[config.mk]
export PLATFORM = sky130hd
export DESIGN_NAME = byte_merger_flat
export DESIGN_NICKNAME = d
export VERILOG_FILES = /design/src/rtl/byte_merger_if.sv /design/src/rtl/byte_merger.sv /design/src/flat_wrapper.sv
export SDC_FILE = /design/constraint.sdc
export NUM_CORES = 1
export LEC_CHECK = 0
export CAP_MARGIN = 5
export CORE_MARGIN = 4
export CORE_UTILIZATION = 48
export DETAILED_ROUTE_END_ITERATION = 12
export HOLD_SLACK_MARGIN = 0.15
export PLACE_DENSITY = 0.79
export SYNTH_ARGS = -nofsm -noshare
export SYNTH_HDL_FRONTEND = slang
export SYNTH_SLANG_ARGS = --single-unit
[constraint.sdc]
create_clock -name clk -period 1.8 [get_ports clk]
set_input_delay 0.36 -clock clk [delete_from_list [all_inputs] [get_ports clk]]
set_output_delay 0.36 -clock clk [all_outputs]
set_load 0.005 [all_outputs]
[src/rtl/byte_merger_if.sv]
// -----------------------------------------------------------------------------
// byte_merger_if
// Handshake bundle between a byte-serial source, the byte merger and a
// word-wide sink.
//   in_byte / in_valid / in_ready       byte stream into the merger
//   flush                               request to emit the partial word now
//   out_word / out_nbytes / out_valid   assembled word towards the sink
//   out_ready                           sink accepts out_word
// Modports:
//   slave  - view of the merger itself
//   master - view of the environment (byte source plus word sink)
// -----------------------------------------------------------------------------
interface byte_merger_if #(
  parameter int N_BYTES = 4,
  parameter int CNT_W   = 3
) ();

  logic [7:0]           in_byte;
  logic                 in_valid;
  logic                 in_ready;
  logic                 flush;
  logic [8*N_BYTES-1:0] out_word;
  logic [CNT_W-1:0]     out_nbytes;
  logic                 out_valid;
  logic                 out_ready;

  modport slave (
    input  in_byte, in_valid, flush, out_ready,
    output in_ready, out_word, out_nbytes, out_valid
  );

  modport master (
    output in_byte, in_valid, flush, out_ready,
    input  in_ready, out_word, out_nbytes, out_valid
  );

endinterface

[src/rtl/byte_merger.sv]
// -----------------------------------------------------------------------------
// byte_merger
// Packs a valid/ready byte stream into N_BYTES-wide words, first byte in the
// most significant lane. A flush request emits the partial word zero-padded,
// together with its byte count.
// Ports:
//   clk    rising-edge clock
//   rst_n  asynchronous active-low reset
//   bus    byte_merger_if.slave (byte input, flush, word output handshakes)
// -----------------------------------------------------------------------------
module byte_merger #(
  parameter int N_BYTES = 4,
  parameter int CNT_W   = 3
) (
  input  logic          clk,
  input  logic          rst_n,
  byte_merger_if.slave  bus
);

  localparam int W = 8 * N_BYTES;
  localparam logic [CNT_W-1:0] LAST_CNT = CNT_W'(N_BYTES - 1);
  localparam logic [CNT_W-1:0] ONE_CNT  = {{(CNT_W-1){1'b0}}, 1'b1};

  typedef enum logic {
    SLOT_EMPTY = 1'b0,
    SLOT_FULL  = 1'b1
  } slot_t;

  slot_t            slot_r, slot_nxt_s;
  logic [W-1:0]     acc_r, acc_nxt_s, acc_ins_s;
  logic [W-1:0]     out_word_r, out_word_nxt_s;
  logic [CNT_W-1:0] count_r, count_nxt_s, nbytes_s;
  logic [CNT_W-1:0] out_nbytes_r, out_nbytes_nxt_s;
  logic             in_ready_s, in_accept_s, out_take_s;
  logic             complete_s, flush_eff_s, emit_s;

  assign bus.in_ready   = in_ready_s;
  assign bus.out_valid  = (slot_r == SLOT_FULL);
  assign bus.out_word   = out_word_r;
  assign bus.out_nbytes = out_nbytes_r;

  // Handshake qualifiers and the word-emit decision.
  always_comb begin
    // The slot can take a byte whenever it is empty or draining this cycle.
    in_ready_s  = (slot_r == SLOT_EMPTY) | bus.out_ready;
    in_accept_s = bus.in_valid & in_ready_s;
    out_take_s  = (slot_r == SLOT_FULL) & bus.out_ready;
    complete_s  = in_accept_s & (count_r == LAST_CNT);
    // Flush only counts when there is something to emit and the slot is free.
    flush_eff_s = bus.flush & in_ready_s & ((count_r != {CNT_W{1'b0}}) | in_accept_s);
    emit_s      = complete_s | flush_eff_s;
    nbytes_s    = count_r + {{(CNT_W-1){1'b0}}, in_accept_s};
  end

  // Accumulator view with this cycle's byte (if any) dropped into its lane.
  always_comb begin
    acc_ins_s = acc_r;
    for (int i = 0; i < N_BYTES; i++) begin
      // Lane N_BYTES-1 is filled first so the first byte ends up on top.
      if (in_accept_s && (count_r == CNT_W'(N_BYTES - 1 - i))) begin
        acc_ins_s[8*i +: 8] = bus.in_byte;
      end else begin
        acc_ins_s[8*i +: 8] = acc_r[8*i +: 8];
      end
    end
  end

  // Next-state logic for fill state and the output slot.
  always_comb begin
    acc_nxt_s        = acc_r;
    count_nxt_s      = count_r;
    out_word_nxt_s   = out_word_r;
    out_nbytes_nxt_s = out_nbytes_r;
    slot_nxt_s       = slot_r;

    if (emit_s) begin
      acc_nxt_s        = {W{1'b0}};
      count_nxt_s      = {CNT_W{1'b0}};
      out_word_nxt_s   = acc_ins_s;
      out_nbytes_nxt_s = nbytes_s;
    end else if (in_accept_s) begin
      acc_nxt_s   = acc_ins_s;
      count_nxt_s = count_r + ONE_CNT;
    end else begin
      acc_nxt_s   = acc_r;
      count_nxt_s = count_r;
    end

    case (slot_r)
      SLOT_EMPTY: begin
        if (emit_s) begin
          slot_nxt_s = SLOT_FULL;
        end else begin
          slot_nxt_s = SLOT_EMPTY;
        end
      end
      SLOT_FULL: begin
        // A new word loading on the take edge keeps the slot full (no bubble).
        if (emit_s) begin
          slot_nxt_s = SLOT_FULL;
        end else if (out_take_s) begin
          slot_nxt_s = SLOT_EMPTY;
        end else begin
          slot_nxt_s = SLOT_FULL;
        end
      end
      default: begin
        slot_nxt_s = SLOT_EMPTY;
      end
    endcase
  end

  // State registers; reset discards any partial word and pending output.
  always_ff @(posedge clk or negedge rst_n) begin
    if (!rst_n) begin
      slot_r       <= SLOT_EMPTY;
      acc_r        <= {W{1'b0}};
      count_r      <= {CNT_W{1'b0}};
      out_word_r   <= {W{1'b0}};
      out_nbytes_r <= {CNT_W{1'b0}};
    end else begin
      slot_r       <= slot_nxt_s;
      acc_r        <= acc_nxt_s;
      count_r      <= count_nxt_s;
      out_word_r   <= out_word_nxt_s;
      out_nbytes_r <= out_nbytes_nxt_s;
    end
  end

endmodule

[src/flat_wrapper.sv]
// flat-port wrapper written by rule: the top's interface ports become plain ports
module byte_merger_flat 
#(
  parameter int N_BYTES = 4,
  parameter int CNT_W   = 3
)
  (clk, rst_n, bus_in_byte, bus_in_valid, bus_flush, bus_out_ready, bus_in_ready, bus_out_word, bus_out_nbytes, bus_out_valid);
  byte_merger_if #(.N_BYTES(N_BYTES), .CNT_W(CNT_W)) bus_i ();
  input  logic clk;
  input  logic rst_n;
  input wire logic [$bits(bus_i.in_byte)-1:0] bus_in_byte;
  input wire logic [$bits(bus_i.in_valid)-1:0] bus_in_valid;
  input wire logic [$bits(bus_i.flush)-1:0] bus_flush;
  input wire logic [$bits(bus_i.out_ready)-1:0] bus_out_ready;
  output wire logic [$bits(bus_i.in_ready)-1:0] bus_in_ready;
  output wire logic [$bits(bus_i.out_word)-1:0] bus_out_word;
  output wire logic [$bits(bus_i.out_nbytes)-1:0] bus_out_nbytes;
  output wire logic [$bits(bus_i.out_valid)-1:0] bus_out_valid;
  assign bus_i.in_byte = bus_in_byte;
  assign bus_i.in_valid = bus_in_valid;
  assign bus_i.flush = bus_flush;
  assign bus_i.out_ready = bus_out_ready;
  assign bus_in_ready = bus_i.in_ready;
  assign bus_out_word = bus_i.out_word;
  assign bus_out_nbytes = bus_i.out_nbytes;
  assign bus_out_valid = bus_i.out_valid;
  byte_merger #(.N_BYTES(N_BYTES), .CNT_W(CNT_W)) u_core (.clk(clk), .rst_n(rst_n), .bus(bus_i));
endmodule
* Word level (Yosys, flattened, before mapping)
Cells that the tools add are included.
** Storage, ports and cells
- Output and inout bits :: 37
- Latch bits :: 0
- Input bits :: 13
- Word-level logic and storage cells :: 38
- Memory bits (writable) :: 0
- Bits in read-only memories :: 0
- Memories kept :: 0
- Register bits :: 71
** Cells by class
- Bitwise logic cells :: 9
- Multiplexer cells :: 12
- Reduce and logical (&&, ||, !) cells :: 7
- Equal/unequal tests :: 3
- $lt $le $gt $ge :: 0
- Shifts and indexed selects :: 0
- Add/sub/neg operators :: 2
- Divide/modulo/power cells :: 0
- $mul :: 0
** Operator list (number)
- $mux 32 :: 2
- $mux 8 :: 4
- $eq 3x2->1 const B :: 2
- $mux 3 :: 2
- $and 1x1->1 :: 5
- $logic_and 1x1->1 :: 4
- $add 3x1->3 :: 1
- $add 3x1->3 const B :: 1
- $eq 3x1->1 const B :: 1
- $logic_not 3->1 :: 1
- $mux 1 :: 3
- $or 1x1->1 :: 3
- $reduce_bool 3->1 :: 1
- $pmux 1 s2 :: 1
- $reduce_bool 2->1 :: 1
- $not 1->1 :: 1

* Depth between registers and ports, before layout
Gate-level depths: netlist of run 1.
- Depth after elaboration :: 8
- Gate-level depth with buffers :: 8
- Mapped depth without buffers :: 6

* Worst setup path before layout of run 1
No wires, ideal clock.
- Path type :: register -> register
- Start point :: reg u_core.count_r[0]
- End point :: reg u_core.out_nbytes_r[0], in the netlist u_core.bus.out_nbytes[0]
- Arrival :: 1.670 ns
- Clock period less this slack :: 1.795 ns
- Buffers on the path :: 1
- Data required time :: 1.675 ns
- Setup time :: 0.125 ns
- Cell stages (with the launch flop) :: 8
- Slack :: 0.005 ns
- Cells stage by stage :: dfrtp_1 inv_1 ha_1 nand2b_4 o211a_1 buf_6 a21oi_4 mux2_4
** On the way
- Cells in the longest elaborated chain, start to end :: 4
- Elaborated cells on any way between the ends :: 7
- Those cells by class :: 1 x add/sub; 1 x eq/ne; 4 x bitwise; 1 x reduce/logical
** RTL lines
- from (decl) :: line byte_merger.sv:32 : logic [CNT_W-1:0] count_r, count_nxt_s, nbytes_s;
- from (signal assigned) :: line byte_merger.sv:118 : count_r <= {CNT_W{1'b0}};
- from (signal assigned) :: line byte_merger.sv:124 : count_r <= count_nxt_s;
- $reduce_bool 3->1 :: line byte_merger.sv:50 : flush_eff_s = bus.flush & in_ready_s & ((count_r != {CNT_W{1'b0}}) | in_accept_s);
- $or 1x1->1 :: line byte_merger.sv:50
- $and 1x1->1 :: line byte_merger.sv:50
- $or 1x1->1 :: line byte_merger.sv:51 : emit_s = complete_s | flush_eff_s;
- to (signal assigned) :: line byte_merger.sv:120 : out_nbytes_r <= {CNT_W{1'b0}};
- to (signal assigned) :: line byte_merger.sv:126 : out_nbytes_r <= out_nbytes_nxt_s;
- to (decl) :: line byte_merger.sv:33 : logic [CNT_W-1:0] out_nbytes_r, out_nbytes_nxt_s;
Several ways; a longest one is shown, not always the timed one.
A chain may end at the register's enable or synchronous reset.

* Worst setup path in the final report of run 1
- Start point :: in bus_out_ready
- End point :: reg u_core.out_nbytes_r[2], in the netlist u_core.bus.out_nbytes[2]
** On the way
- Cells in the longest elaborated chain, start to end :: 5
- Elaborated cells on any way between the ends :: 8
- Those cells by class :: 1 x add/sub; 7 x bitwise
** RTL lines
- from (decl) :: line flat_wrapper.sv:14 : input wire logic [$bits(bus_i.out_ready)-1:0] bus_out_ready;
- $or 1x1->1 * :: line byte_merger.sv:45 : in_ready_s = (slot_r == SLOT_EMPTY) | bus.out_ready;
- branches (longest 4 deep; another with $add 3x1->3)
Every way passes the cells marked *.

==> results.py, run 1 <==
metrics = {
    "outcome": {
        "status": "completed",
    },
    "sta": {
        "max_freq_mhz": 572,
        "maxSlewHeadroom_pct": 69.2,
        "finalClockSkew_ns": 0.00720,
        "whs_ns": 0.500,
        "fin_crit_sh_pct": 97.1,
        "tightest_slew_ns": 0.460,
        "final_hold_viol_count": 0,
        "setup_viol": 0,
        "fin_crit_ns": 1.75,
        "final_max_slew_viol_count": 0,
    },
    "route": {
        "drc_errors": 0,
        "viasPerCell": 5.83,
        "totalWireLength_um": 8110,
        "dr.first_iter.drc_count": 203,
        "vias": 2611,
        "ant_nets": 0,
        "drt-pass1-iter-count": 4,
        "wire_per_inst_um": 18.1,
    },
    "die": {
        "die_h_um": 90.3,
        "die_w_um": 90.3,
        "die_area_sq_um": 8150,
        "initial_core_util_pct": 50.3,
        "io_pins": 50,
        "num_rows": 29,
        "core_sq_um": 6460,
    },
    "clock_network": {
        "clk_latency_ns": 0.35,
        "cts_buffer_depth": 2,
        "htree_levels": 3,
        "cts-root-buf": "clkbuf_8",
        "cts_tree": "built",
        "cts_buffers": 9,
        "cts_sinks": 71,
        "clk_pin_slew_worst_paths_ns": 0.07,
    },
    "logic_synthesis": {
        "synth_xor_xnor_area_share_pct": 0.270,
        "seq_area_frac_synth_pct": 54.7,
        "synth_area_leaders": "dfrtp_1, mux2i_1, a32oi_1, nand3_1, o21ai_0",
        "async_flop_share_pct": 100,
        "yosys.area.top_type": "dfrtp_1",
        "yosys-top-cells-count": "dfrtp_1, nor2_1, nand3_1, o21ai_0",
        "synthCells": 301,
        "synth_top_area_share_pct": 54.7,
        "synth_area_sq_um": 3250,
        "synth_nets": 321,
        "synth_area_per_cell_sq_um": 10.8,
        "synth-seq-cells": 71,
        "synth_most_common_cell": "dfrtp_1",
        "synth_flop_cell": "dfrtp_1",
        "synth_top_family_by_area": "simple AND/OR/NAND/NOR gates",
        "synthAdderAreaFrac_pct": 2.70,
        "synth_cell_types": 32,
        "synth_mux_area_share_pct": 8.32,
        "synth-edff-count": 0,
        "synthSimpleGateAreaFrac_pct": 14.7,
        "ys_warn_count": 0,
        "synth_compound_area_share_pct": 14.6,
    },
    "finish": {
        "drive_gt1_share_pct": 16.4,
        "syn2layout_area_growth_pct": 31.7,
        "fillCellCount": 480,
        "n_antenna_cell": 0,
        "nNetsFinal": 386,
        "regArea_sq_um": 1780,
        "multi_input_area_sq_um": 1340,
    },
    "global_route": {
        "grt_overflow": 0,
        "gr-usage-all-layers_pct": 20.8,
        "grt_pass1_wl_um": 13500,
        "first_global_vias": 2593,
        "grt_max_degree": 72,
        "antenna_found_initial": 0,
    },
    "pwr": {
        "powerDensity_nw_per_um2": 1360,
        "irDropWorstVdd_mv": 0.843,
        "total_power_mw": 5.83,
        "leakage_nw": 2.07,
    },
    "worst_setup_path": {
        "r2r-end": "u_core.bus.out_nbytes[0]",
        "crit_type": "in2reg",
        "start_kind": "input pin",
        "cpPeakStageDelay_ns": 0.42,
        "cp.required_ns": 2.01,
        "cp_data_arrival_time_ns": 1.96,
        "ff2ff_setup_slack_ns": 0.06,
        "crit_fanout": 4,
        "r2r-start": "u_core.count_r[0]",
        "path_delay_family": "simple AND/OR/NAND/NOR gates",
        "crit_path_cell_trace": "clkdlybuf4s50_1, nand2b_2, and2_1, ha_1, ha_1, xnor2_1, o21ai_0",
        "crit_buf_inv": 1,
        "crit_slowest_cell": "clkdlybuf4s50_1",
        "end_kind": "flop",
        "rr_worst_depth": 7,
        "crit_path_frequent_cell": "ha_1",
    },
    "hold_path": {
        "min_from": "u_core.bus.out_word[24]",
        "holdPathEnd": "u_core.bus.out_word[24]",
        "hold_path_depth": 2,
        "hold_class": "reg2reg",
    },
    "run": {
        "maxCapViolations": 0,
    },
    "place": {
        "dpl.hpwl_um": 5160,
        "port_buffers": 49,
        "routabilityCongestion": 0.821,
    },
}
[worst min-delay path, stage by stage, from the launching register on]
cell	delay [ns]
dfrtp_1	0.34
nand3_1	0.06
o21ai_0	0.06
[repair_timing]
action,CTS,global route
hold buffers,1,0
setup endpoints to repair,30,71
pin swaps,1,0
cloned,1,1
buffers inserted,2,2
endpoints found under the hold margin,71,0
gates resized for setup,4,10
[sequential cells by signal, summed over array words and instances, names as in the netlist]
register / cells
u_core.acc_r: 32
u_core.count_r: 3
u_core.bus.out_valid: 1
u_core.bus.out_nbytes: 3
u_core.bus.out_word: 32
[cells in the final DEF, fill, tap and decap left out, drive strengths merged]
cell type	n
a21oi	2
inv	5
and2b	1
nand3	29
clkinv	2
clkbuf	14
nor2	33
o22ai	2
clkdlybuf4s50	47
ha	7
o21ai	27
nor2b	3
dfrtp	71
a32oi	24
o211ai	4
dlygate4sd3	1
and2	1
xnor2	1
nand2b	2
and3	11
mux2i	24
bufinv	1
buf	28
nand2	17
a31oi	8
dlygate4sd2	1
mux2	2
nand4b	1
o211a	1
bufbuf	1
[power breakdown]
group	internal [mW]	switching (mW)
sequential	2.05	0.271
clock	0.750	0.575
combinational	1.21	0.976
total	4.01	1.82
[logic make-up after synthesis]
logic type	count (synthesis)
flops	71
buf+inv	30
mux	26
xor+xnor	1
compound gates	68
simple gates	98
fa+ha+maj	7
[metrics by stage]
| stage | setup TNS [ns] | cell area, sq um | util (%) | instances | setup slack, ns |
|---|---|---|---|---|---|
| floorplan | 0 | 3250 | - | 301 | 0.00519 |
| global placement | -11.92 | 3940 | 60.9 | 425 | -0.227 |
| detailed placement | -15.99 | 3940 | 60.9 | 425 | -0.284 |
| CTS | 0 | 4210 | 65.2 | 445 | 0.0100 |
| global route | -0.00884 | 4280 | 66.2 | 448 | -0.00517 |
| finish | 0 | 4280 | 66.2 | 448 | 0.0522 |
[worst max-delay path by stage]
stage | startpoint | endpoint | slack [ns] | cells past startpoint
5_1_grt | bus_out_ready | u_core.bus.out_nbytes[2] | -0.005 | 7
2_1_floorplan | u_core.count_r[0] | u_core.bus.out_nbytes[0] | 0.005 | 7
3_3_place_gp | bus_out_ready | u_core.bus.out_nbytes[1] | -0.23 | 6
4_1_cts | u_core.count_r[0] | u_core.count_r[0] | 0.01 | 6
3_5_place_dp | bus_out_ready | u_core.bus.out_word[20] | -0.28 | 7
6_report | bus_out_ready | u_core.bus.out_nbytes[2] | 0.05 | 7
[metal layers]
layer	track usage (%)	wire, um	share of wire [%]	vias up
met3	5.00	503	6.2	12
met4	7.27	178	2.2	0
met1	29.1	3530	44	1283
li1	-	-	-	1224
met2	31.7	3890	48	92
met5	0	0	0	-
[cell type report]
cell class	count	share of cell area, %
repair buffers	79	19.5
clock inverters	3	0.936
flip-flops and latches	71	41.6
multi-input cells	200	31.4
clock buffers	13	3.95
inverters	5	0.439
well taps	77	2.25
Note: power is estimated with default switching activity, not from simulation.
==> run 2, diff against run 1 <==
--- a/config.mk
+++ b/config.mk
@@ -5,9 +5,9 @@
 export SDC_FILE = /design/constraint.sdc
 export NUM_CORES = 1
 export LEC_CHECK = 0
-export CAP_MARGIN = 5
+export CAP_MARGIN = 25
 export CORE_MARGIN = 4
-export CORE_UTILIZATION = 48
+export CORE_UTILIZATION = 50
 export DETAILED_ROUTE_END_ITERATION = 12
 export HOLD_SLACK_MARGIN = 0.15
 export PLACE_DENSITY = 0.79
==> constraint.sdc (replaced) <==
create_clock -name clk -period 1.68 [get_ports clk]
set_input_delay 0.336 -clock clk [delete_from_list [all_inputs] [get_ports clk]]
set_output_delay 0.336 -clock clk [all_outputs]
set_load 0.005 [all_outputs]
==> results.py, run 2 (synthesis gave the netlist of run 1 again) <==
metrics = {
    "worst_setup_path": {
        "crit_end": "u_core.acc_r[17]",
        "start_kind": "input pin",
        "crit_fanout": 6,
        "cp-startpoint": "bus_in_valid",
        "cp.required_ns": 1.90,
        "r2r-start": "u_core.count_r[0]",
        "ff2ff_setup_slack_ns": 0.05,
        "crit_type": "in2reg",
        "r2r-end": "u_core.acc_r[17]",
        "rr_worst_depth": 6,
        "cp_data_arrival_time_ns": 1.86,
        "end_kind": "flop",
    },
    "place": {
        "pre_cts_slack_ns": -0.302,
        "routabilityCongestion": 0.835,
        "port_buffers": 49,
        "dpl.hpwl_um": 4950,
        "place_inst": 431,
    },
    "finish": {
        "fillCellCount": 470,
        "nNetsFinal": 390,
        "syn2layout_area_growth_pct": 32.1,
        "multi_input_area_sq_um": 1400,
        "instances_no_fill": 452,
        "layout_commonest_cell": "dfrtp_1",
        "drive_gt1_share_pct": 18.4,
        "layout_common_cells": "dfrtp_1, clkdlybuf4s50_1, nor2_1",
        "n_antenna_cell": 0,
        "regArea_sq_um": 1780,
    },
    "clock_network": {
        "clk_latency_ns": 0.34,
        "htree_levels": 3,
        "cts_buffer_depth": 2,
        "clk_pin_slew_worst_paths_ns": 0.07,
        "cts_buffers": 9,
        "cts_tree": "built",
        "cts-root-buf": "clkbuf_8",
        "cts_sinks": 71,
    },
    "die": {
        "num_rows": 29,
        "die_h_um": 88.6,
        "core_sq_um": 6310,
        "die_area_sq_um": 7850,
        "die_w_um": 88.6,
        "io_pins": 50,
        "initial_core_util_pct": 51.4,
    },
    "sta": {
        "fin_crit_ns": 1.64,
        "setup_tns_ns": 0,
        "maxSlewHeadroom_pct": 74.9,
        "grt_setup_unrepaired": "true",
        "setup_viol": 0,
        "tightest_slew_ns": 0.377,
        "worst_slack_ns": 0.0412,
        "whs_ns": 0.499,
        "max_freq_mhz": 610,
        "final_max_slew_viol_count": 0,
        "fin_crit_sh_pct": 97.5,
        "final_hold_viol_count": 0,
        "finalClockSkew_ns": 0.00794,
    },
    "pwr": {
        "p_sw_mw": 1.98,
        "powerDensity_nw_per_um2": 1430,
        "combPwrFrac_pct": 39.4,
        "seqPwrFrac_pct": 40.7,
        "total_power_mw": 6.12,
        "p_int_mw": 4.14,
        "irDropWorstVdd_mv": 1.04,
        "clkPwrFrac_pct": 19.9,
        "swShare_pct": 32.4,
        "leakage_nw": 2.05,
    },
    "route": {
        "viasPerCell": 5.81,
        "wire_per_inst_um": 16.8,
        "dr.first_iter.drc_count": 235,
        "vias": 2626,
        "totalWireLength_um": 7600,
        "ant_nets": 0,
        "drc_errors": 0,
        "drt-pass1-iter-count": 4,
    },
    "run": {
        "maxCapViolations": 0,
    },
    "hold_path": {
        "hold_class": "reg2reg",
    },
    "global_route": {
        "gr-usage-all-layers_pct": 21.5,
        "antenna_found_initial": 0,
        "grt_overflow": 0,
        "grt_pass1_wl_um": 12700,
        "first_global_vias": 2525,
        "grt_max_degree": 72,
    },
    "outcome": {
        "status": "completed",
    },
}
## run 2: cell count changes in the layout (fill, tap and decap cells not counted), sizes merged
cell / before / now
clkinvlp: 0 / 1
clkbuf: 14 / 13
bufinv: 1 / 0
buf: 28 / 33
## run 2: power by group through the flow
stage	clock network [mW]	logic, mW	registers, mW
after floorplan	0	1.15	2.49
after global placement	0	2.22	2.48
after detailed placement	0	2.30	2.50
after CTS	1.24	2.37	2.48
after global routing	1.33	2.65	2.55
final	1.22	2.41	2.49
## run 2: cell type report
class,count,area share (%)
flip-flops and latches,71,41.5
well taps,77,2.24
inverters,5,0.496
clock inverters,3,0.408
repair buffers,83,19.1
clock buffers,13,3.70
multi-input cells,200,32.6
## run 2: repair_timing
action	in CTS	in global routing
setup buffers	2	1
setup endpoints to repair	36	50
hold buffers	1	0
pin swaps	1	4
resized for setup	6	17
cloned	1	0
endpoints found under the hold margin	71	0
## run 2: worst min path at each step
stage,cells after the start,from,slack [ns],endpoint
after CTS,2,u_core.bus.out_word[14],0.51,u_core.bus.out_word[14]
after global placement,2,rst_n,0.39,u_core.bus.out_word[3]
final,2,u_core.bus.out_word[21],0.50,u_core.bus.out_word[21]
after detailed placement,2,rst_n,0.39,u_core.acc_r[3]
after global routing,2,u_core.bus.out_word[11],0.53,u_core.bus.out_word[11]
after floorplan,0,rst_n,0.04,u_core.acc_r[0]
## run 2: critical path: stages
cell             delay [ns]
clkdlybuf4s50_1        0.48
nor2b_1                0.16
buf_4                  0.15
and3_2                 0.25
buf_4                  0.16
a32oi_1                0.25
nor2_1                 0.07
## run 2: per-layer routing
| metal | global-route usage [%] | wire length, um | up-vias |
|---|---|---|---|
| li1 | - | - | 1234 |
| met1 | 28.3 | 3240 | 1287 |
| met2 | 33.2 | 3770 | 98 |
| met3 | 7.91 | 514 | 7 |
| met4 | 6.73 | 74 | 0 |
| met5 | 0 | 0 | - |
## run 2: metrics by stage
step	instance area [sq um]	util [%]
4_1_cts	4240	67.2
3_3_place_gp	3980	63.1
2_1_floorplan	3260	-
5_1_grt	4290	68.0
6_report	4290	68.0
3_5_place_dp	3980	63.1
==> run 3, diff against run 2 <==
--- a/config.mk
+++ b/config.mk
@@ -7,10 +7,11 @@
 export LEC_CHECK = 0
 export CAP_MARGIN = 25
 export CORE_MARGIN = 4
-export CORE_UTILIZATION = 50
+export CORE_UTILIZATION = 40
 export DETAILED_ROUTE_END_ITERATION = 12
 export HOLD_SLACK_MARGIN = 0.15
-export PLACE_DENSITY = 0.79
+export PLACE_DENSITY = 0.66
+export SLEW_MARGIN = 40
 export SYNTH_ARGS = -nofsm -noshare
 export SYNTH_HDL_FRONTEND = slang
 export SYNTH_SLANG_ARGS = --single-unit
==> results.py, run 3 (synthesis gave the netlist of run 1 again) <==
metrics = {
    "die": {
        "io_pins": 50,
        "die_area_sq_um": 9630,
        "core_sq_um": 7810,
        "die_w_um": 98.1,
        "die_h_um": 98.1,
        "num_rows": 32,
        "initial_core_util_pct": 41.6,
    },
    "finish": {
        "layout_common_cells": "dfrtp_1, clkdlybuf4s50_1, nor2_1",
        "stdcell_area_sq_um": 4430,
        "n_antenna_cell": 0,
        "nNetsFinal": 394,
        "syn2layout_area_growth_pct": 36.4,
        "drive_gt1_share_pct": 18.2,
        "layout_commonest_cell": "dfrtp_1",
    },
    "global_route": {
        "grt_overflow": 0,
        "gr-usage-all-layers_pct": 17.0,
        "grt_max_degree": 58,
        "antenna_found_initial": 0,
        "first_global_vias": 2550,
        "grt_pass1_wl_um": 13100,
    },
    "route": {
        "vias": 2623,
        "drc_errors": 0,
        "viasPerCell": 5.45,
        "totalWireLength_um": 8150,
        "dr.first_iter.drc_count": 139,
        "drt-pass1-iter-count": 5,
        "ant_nets": 0,
        "wire_per_inst_um": 16.9,
    },
    "hold_path": {
        "hold_class": "in2async",
    },
    "clock_network": {
        "clk_latency_ns": 0.35,
        "cts_buffers": 9,
        "cts-root-buf": "clkbuf_8",
        "clk_pin_slew_worst_paths_ns": 0.08,
        "cts_tree": "built",
        "htree_levels": 3,
        "cts_buffer_depth": 2,
        "cts_sinks": 71,
    },
    "worst_setup_path": {
        "crit_type": "reg2reg",
        "cpPeakStageDelay_ns": 0.43,
        "ff2ff_setup_slack_ns": 0.009,
        "end_kind": "flop",
        "rr_worst_depth": 7,
        "crit_path_cell_trace": "inv_2, ha_4, nand2b_4, o211a_4, a21oi_4, buf_12, mux2_4",
        "r2r-end": "u_core.bus.out_nbytes[0]",
        "crit_buf_inv": 2,
        "crit_fanout": 7,
        "path_delay_family": "flip-flops",
        "cp.required_ns": 1.91,
        "cp_data_arrival_time_ns": 1.90,
        "crit_slowest_cell": "dfrtp_1",
        "r2r-start": "u_core.count_r[0]",
        "start_kind": "flop",
    },
    "place": {
        "placedInstanceArea_sq_um": 4060,
        "port_buffers": 49,
        "routabilityCongestion": 0.814,
        "pre_cts_slack_ns": -0.340,
        "dpl.hpwl_um": 5160,
    },
    "sta": {
        "fin_crit_sh_pct": 99.4,
        "grt_setup_unrepaired": "true",
        "finalClockSkew_ns": 0.0117,
        "setup_viol": 0,
        "final_max_slew_viol_count": 0,
        "maxSlewHeadroom_pct": 75.1,
        "tightest_slew_ns": 0.374,
        "worst_slack_ns": 0.00942,
        "fin_crit_ns": 1.67,
        "max_freq_mhz": 599,
        "whs_ns": 0.437,
        "final_hold_viol_count": 0,
    },
    "pwr": {
        "powerDensity_nw_per_um2": 1460,
        "irDropWorstVdd_mv": 0.601,
        "total_power_mw": 6.49,
        "leakage_nw": 2.12,
    },
    "run": {
        "maxCapViolations": 0,
    },
    "outcome": {
        "status": "completed",
    },
}
==> run 3: worst register-to-register path, cell delays in order (launching register included) <==
cell and delay (ns):
dfrtp_1 0.43, inv_2 0.10, ha_4 0.16, nand2b_4 0.07
o211a_4 0.24, a21oi_4 0.13, buf_12 0.14, mux2_4 0.29
==> run 3: worst max-delay path by stage <==
| stage | startpoint | to | slack (ns) | depth (start not counted) |
|---|---|---|---|---|
| 2_1_floorplan | u_core.count_r[1] | u_core.bus.out_nbytes[0] | -0.02 | 7 |
| 3_3_place_gp | bus_out_ready | u_core.bus.out_word[14] | -0.27 | 7 |
| 3_5_place_dp | bus_out_ready | u_core.bus.out_word[15] | -0.34 | 7 |
| 4_1_cts | u_core.count_r[1] | u_core.bus.out_word[15] | 0.002 | 7 |
| 5_1_grt | u_core.count_r[0] | u_core.bus.out_nbytes[1] | -0.03 | 7 |
| 6_report | u_core.count_r[0] | u_core.bus.out_nbytes[0] | 0.009 | 7 |
==> run 3: what timing repair did <==
| item | 4_1_cts | 5_1_grt |
|---|---|---|
| resized for setup | 5 | 4 |
| pin swaps | 0 | 1 |
| hold endpoints to repair | 14 | 0 |
| endpoints found under the setup margin | 25 | 49 |
| setup buffers | 0 | 5 |
| cloned | 1 | 1 |
| hold buffers | 1 | 0 |
==> run 3: area by class of cell <==
| type | instances | area (sq um) |
|---|---|---|
| clock buffers | 11 | 151 |
| clock inverters | 5 | 63.8 |
| fillers | 699 | 3380 |
| inverters | 5 | 18.8 |
| multi-input cells | 200 | 1370 |
| flip-flops and latches | 71 | 1780 |
| well taps | 102 | 128 |
| repair buffers | 87 | 922 |
==> run 3: report_power, final <==
group,switching [mW],internal (mW),leakage [nW]
Clock,0.695,0.781,0.107
Combinational,1.12,1.43,1.06
Sequential,0.278,2.19,0.961
==> run 3: routing by layer <==
metal  global-route usage, %  vias up  wire length (um)
li1                        -     1241                 -
met1                    24.4     1307              3840
met2                    26.0       69              3850
met3                    3.43        6               389
met4                    5.11        0                70
met5                       0        -                 0
==> run 3: stage by stage <==
stage          TNS [ns]  cells  util (%)
4_1_cts               0    475      55.5
6_report              0    481      56.8
3_3_place_gp     -14.23    457      52.0
3_5_place_dp     -17.07    457      52.0
2_1_floorplan   -0.0437    301         -
5_1_grt         -0.0989    481      56.8
